<file path="src/rtl/key_conditioner.sv">
// key_conditioner: per-button two-flop synchronizer, counter debouncer and
// single-cycle press pulse generator feeding the tug-of-war game core.
module key_conditioner #(
    parameter int unsigned N_KEYS          = 2,
    parameter int unsigned DEBOUNCE_CYCLES = 4,
    parameter bit          ACTIVE_LOW      = 1'b1
) (
    input  logic              clk,
    input  logic              reset_n,
    input  logic [N_KEYS-1:0] key_raw,
    input  logic              freeze,
    output logic [N_KEYS-1:0] held,
    output logic [N_KEYS-1:0] press
);

    // Counter needs to reach DEBOUNCE_CYCLES-1; keep at least one bit.
    localparam int unsigned      CNT_W   = (DEBOUNCE_CYCLES > 1) ? $clog2(DEBOUNCE_CYCLES) : 1;
    localparam logic [CNT_W-1:0] CNT_MAX = CNT_W'(DEBOUNCE_CYCLES - 1);

    logic [N_KEYS-1:0] key_norm_c;
    logic [N_KEYS-1:0] s1;
    logic [N_KEYS-1:0] s2;
    logic [N_KEYS-1:0] stable_q;
    logic [N_KEYS-1:0] stable_d;
    logic [N_KEYS-1:0] press_q;
    logic [N_KEYS-1:0] press_d;
    logic [CNT_W-1:0]  cnt_q [N_KEYS];
    logic [CNT_W-1:0]  cnt_d [N_KEYS];

    // Normalise polarity so that 1 always means pressed.
    assign key_norm_c = key_raw ^ {N_KEYS{ACTIVE_LOW}};

    // Two-flop synchronizer for the asynchronous button levels.
    always_ff @(posedge clk or negedge reset_n) begin
        if (!reset_n) begin
            s1 <= '0;
            s2 <= '0;
        end else begin
            s1 <= key_norm_c;
            s2 <= s1;
        end
    end

    // Debounce decision: count consecutive disagreements, accept at the limit.
    always_comb begin
        stable_d = stable_q;
        press_d  = '0;
        for (int unsigned i = 0; i < N_KEYS; i++) begin
            cnt_d[i] = '0;
            if (s2[i] != stable_q[i]) begin
                if (cnt_q[i] == CNT_MAX) begin
                    stable_d[i] = s2[i];
                    press_d[i]  = s2[i] & ~freeze;
                end else begin
                    cnt_d[i] = cnt_q[i] + CNT_W'(1);
                end
            end
        end
    end

    // Debounce state and output registers.
    always_ff @(posedge clk or negedge reset_n) begin
        if (!reset_n) begin
            stable_q <= '0;
            press_q  <= '0;
            for (int unsigned i = 0; i < N_KEYS; i++) begin
                cnt_q[i] <= '0;
            end
        end else begin
            stable_q <= stable_d;
            press_q  <= press_d;
            for (int unsigned i = 0; i < N_KEYS; i++) begin
                cnt_q[i] <= cnt_d[i];
            end
        end
    end

    assign held  = stable_q;
    assign press = press_q;

endmodule

</file>
<file path="config.mk">
export PLATFORM = sky130hd
export DESIGN_NAME = key_conditioner
export DESIGN_NICKNAME = d
export VERILOG_FILES = /design/src/rtl/key_conditioner.sv
export SDC_FILE = /design/constraint.sdc
export NUM_CORES = 1
export LEC_CHECK = 0
export CORE_AREA = 2 2 39 41
export DETAILED_ROUTE_END_ITERATION = 10
export DIE_AREA = 0 0 41 43
export PLACE_DENSITY_LB_ADDON = 0.3
export RECOVER_POWER = 100
export SYNTH_ARGS = -nofsm -noshare
export SYNTH_HDL_FRONTEND = slang
export SYNTH_SLANG_ARGS = --single-unit
</file>
<file path="constraint.sdc">
create_clock -name clk -period 0.97 [get_ports clk]
set_input_delay 0.097 -clock clk [delete_from_list [all_inputs] [get_ports clk]]
set_output_delay 0.097 -clock clk [all_outputs]
set_load 0.005 [all_outputs]
</file>
==> Word level (Yosys, flattened, before mapping) <==
Cells that the tools add are included.
W data, S select, Z words.
{ "totals": {"register_bits": 12, "out_inout_bits": 4} }
{ "op_classes": {"addsub": 2, "eq_ne": 4, "mux": 8, "bitwise": 4, "n_reduce_logical": 2} }
{ "op_table": {"columns": ["op", "count"], "rows": [
  ["$mux W2", 4],
  ["$add A2 B1 Y2 const B", 2],
  ["$eq A2 B2 Y1 const B", 2],
  ["$mux W1", 4],
  ["$reduce_and A2 Y1", 2],
  ["$and A1 B1 Y1", 2],
  ["$ne A1 B1 Y1", 2],
  ["$not A2 Y2", 1],
  ["$not A1 Y1", 1]
]} }

==> Logic depth before layout (Yosys ltp) <==
{ "depth": {"word_depth": 4, "ltp_mapped": 2, "mapped_depth_nobuf": 2} }

==> Least setup slack after synthesis <==
No wires, ideal clock.
{ "synth_path": {"path_type": "reg-to-reg", "from": "reg cnt_q[0] in the netlist's numbering", "to": "reg stable_q[1] (netlist: held[1])", "arrival_time_ns": 0.895, "t_required_ns": 0.842, "path_slack_ns": -0.052, "stages_incl_launch_ff": 3, "path_buffers": 0, "path_cell_list": "dfrtp_1 -> ha_1 -> mux2_1"} }
{ "synth_between": {"elab_chain_len": 2} }
{ "synth_lines": {"columns": ["item", "line", "rtl"], "rows": [
  ["from (decl)", "27", "logic [CNT_W-1:0] cnt_q [N_KEYS];"],
  ["from (signal, indexed assignment)", "73", "cnt_q[i] <= cnt_d[i];"],
  ["$eq A2 B2 Y1", "51", "if (cnt_q[i] == CNT_MAX) begin"],
  ["$reduce_and A2 Y1 (no source line)", null, null],
  ["to (signal assigned)", "70", "stable_q <= stable_d;"],
  ["to (decl)", "23", "logic [N_KEYS-1:0] stable_q;"]
]} }
Every way passes these cells.
A chain may end at the register's enable or synchronous reset.

==> Final worst setup path <==
{ "layout_path": {"from": "reg cnt_q[2] in the netlist's numbering", "to": "reg stable_q[0] (netlist: held[0])"} }
The elaborated chain is that of the path after synthesis.

==> qor.json <==
{
  "logic_synthesis": {
    "syn-num-nets": 33,
    "synth_area_um2": 430,
    "seq_area_frac_synth_pct": 69.8,
    "syn-instance-count": 26,
    "synth_top_area_share_pct": 69.8,
    "ys_types": 8,
    "total_of_warnings_raised_by_yosys": 0,
    "syn-mean-instance-area_um2": 16.6,
    "synthDominantAreaCellType": "dfrtp_1",
    "postSynthRegisterBits": 12,
    "post_synth_main_area_contributors": "dfrtp_1 (70%), and4bb_2 (5.8%), ha_1 (5.8%), mux2_1 (5.2%), nor3_2 (4.7%)"
  },
  "power": {
    "power.static_leakage_uw": 0.000317,
    "worst_ir_drop_vdd_uv": 1170,
    "p_total_uw": 1790,
    "power.density_cell_area_mw_per_mm2": 2650
  },
  "critical_path": {
    "timing.critical_path.max_delay_family": "flip-flops",
    "path_buf_inv": 0,
    "critPathArrivalTime_ns": 1.14,
    "criticalPathCategory": "reg -> reg",
    "path_max_fanout": 3,
    "cp-end-kind": "flop",
    "worst_path_largest_cell_delay_ns": 0.41,
    "worstPathCellList": "ha_4, mux2_4",
    "crit_path_start_kind": "flop",
    "worstPathRequired_ns": 1.12,
    "crit_path_top_delay_cell": "dfrtp_1"
  },
  "run_status": {
    "outcome": "complete, but fails checks",
    "failed_checks": "negative setup slack"
  },
  "placement": {
    "dp_worst_setup_slack_ns": -0.0122,
    "place.detailed.instances": 56,
    "placement.io_buffers": 8,
    "dp_hpwl_um": 464,
    "place_congestion": 0.634
  },
  "global_routing": {
    "pin_count_of_the_biggest_net_entering_global_routing": 13,
    "number_of_antenna_violations_at_the_first_check_in_global_routing": 0,
    "first_global_vias": 287,
    "globalRouteOverflowTotal": 0,
    "wire_length_of_the_first_global_routing_pass_um": 1150,
    "grtUsageTotal_pct": 10.3
  },
  "detailed_routing": {
    "first_pass_iters": 1,
    "drc": 0,
    "drt-total-wl_um": 696,
    "detailedRoute.firstIterationViolations": 0,
    "avgRoutedWirePerCell_um": 11.2,
    "antenna_left": 0,
    "via_per_inst": 4.16,
    "detailroute.via_count": 258
  },
  "final_layout": {
    "antenna_cells_inserted": 0,
    "fin_nets": 54,
    "final.fill_count": 134,
    "layout-area-overhead-vs-synth_pct": 57.0,
    "share_of_post_route_cells_with_drive_strength_above_1_pct": 50.0,
    "layout.cells.non_filler": 62,
    "final_util_pct": 48.8
  },
  "floorplan": {
    "dieArea_mm2": 0.00176,
    "row_count": 14,
    "ioPinCount": 9,
    "core_footprint_mm2": 0.00138,
    "die_w_um": 41,
    "floorplan.initialDensity_pct": 31.1,
    "fp.dieH_um": 43
  },
  "clocking": {
    "clock_latency_ns": 0.27,
    "cts_tree": "built",
    "cts.path.max_buffers": 2,
    "h_tree_levels": 1,
    "tritoncts_num_sinks": 12,
    "cts.hold.buffers_added": 0,
    "clkTransAtPathRegs_ns": 0.08,
    "total_clock_buffers_created_by_cts": 3,
    "root_buffer": "clkbuf_4"
  },
  "timing": {
    "maxClockFrequency_mhz": 1010,
    "timing.slew.headroom_pct": 59.2,
    "final_critical_path_setup_slack_ns": -0.0196,
    "fin_hold_ws_ns": 0.340,
    "finalCritPeriodShare_pct": 102,
    "hold_viol": 0,
    "rsz_0062_raised_after_global_routing": "yes",
    "setup_violations": 2,
    "fin_crit_ns": 0.990,
    "max_slew.worst_pin.slew_ns": 0.612,
    "slew_viol_final": 0,
    "clock_skews_ns": 0.00586
  },
  "flow_run": {
    "timing.max_cap.violations": 0
  },
  "worst_hold_path": {
    "hold_path_class": "in -> async"
  }
}
==> sequential cells by signal (all words and copies together) (netlist names) <==
register and count:
s1 2, cnt_q 4, s2 2, press 2
held 2
==> kinds of logic (layout without fill, tap and decap cells) <==
group                      count (synthesis)  count (layout)  synth area share, %
xor gates and xnor gates                   2               2                 4.07
adders and majority gates                  2               2                 5.81
buffers and inverters                      2              22                 1.74
DFF                                       12              12                 69.8
muxes                                      2               2                 5.23
and+or+nand+nor                            6               6                 13.4
==> cells in the final DEF, fill, tap and decap left out, types with 2 or more instances in the layout <==
cell	count
nor2b_1	2
mux2_4	2
inv_1	2
clkbuf_4	4
ha_4	2
buf_4	5
dfrtp_1	12
clkbuf_2	3
and4bb_2	2
dlygate4sd3_1	3
clkdlybuf4s15_1	2
==> routing by layer <==
layer | vias up | GRT usage (%) | routed length, um
met5 | - | 0 | 0
met4 | 0 | 6.00 | 7
met3 | 2 | 4.71 | 29
met2 | 5 | 15.6 | 382
met1 | 125 | 11.0 | 277
li1 | 126 | - | -
==> cell usage after synthesis (all sizes together) <==
library cell / number
mux2: 2
and4bb: 2
ha: 2
nor3: 2
inv: 2
xnor2: 2
nor2b: 2
dfrtp: 12
==> final timing paths <==
| check | start | end | slack [ns] | cells past startpoint |
|---|---|---|---|---|
| min in group clk | s1[0]$_DFF_PN0_ | s2[0]$_DFF_PN0_ | 0.36 | 0 |
| min | reset_n | s2[1]$_DFF_PN0_ | 0.34 | 2 |
| min reg2reg | s1[0]$_DFF_PN0_ | s2[0]$_DFF_PN0_ | 0.36 | 0 |
| max | cnt_q[2]$_DFF_PN0_ | held[0]$_DFFE_PN0P_ | -0.02 | 2 |
| max in group asynchronous | reset_n | s2[0]$_DFF_PN0_ | 0.23 | 2 |
| max reg2reg | cnt_q[2]$_DFF_PN0_ | held[0]$_DFFE_PN0P_ | -0.02 | 2 |
==> final cells by class <==
type	instances	area (um2)	share of cell area, %
Clock buffer	4	36.3	5.37
Inverter	2	7.51	1.11
Multi-Input combinational cell	12	188	27.8
Sequential cell	12	300	44.4
Tap cell	16	20.0	2.96
Timing Repair Buffer	16	124	18.3
==> worst register-to-register path, stage by stage (launching register included) <==
cell,delay (ns)
dfrtp_1,0.41
ha_4,0.18
mux2_4,0.29
==> per-stage QoR <==
stage	setup TNS, ns	cell area [um2]
4_1_cts	-0.0404	668
5_1_grt	-0.0880	676
2_1_floorplan	0	443
6_report	-0.0255	676
3_3_place_gp	-0.00137	588
3_5_place_dp	-0.0199	588
==> report_power, final <==
| group | leakage (uW) | switching [uW] | internal [uW] | total [uW] |
|---|---|---|---|---|
| Sequential | 0.000150 | 88.7 | 622 | 711 |
| Clock | 0.0000210 | 156 | 228 | 384 |
| Combinational | 0.000146 | 253 | 443 | 696 |
==> timing repair <==
action / in CTS / in global routing
setup buffers: 3 / 1
pin swaps: 0 / 2
gates cloned: 0 / 0
gates resized for setup: 12 / 4
setup endpoints to repair: 7 / 6
Note: power is estimated with default switching activity, not from simulation.
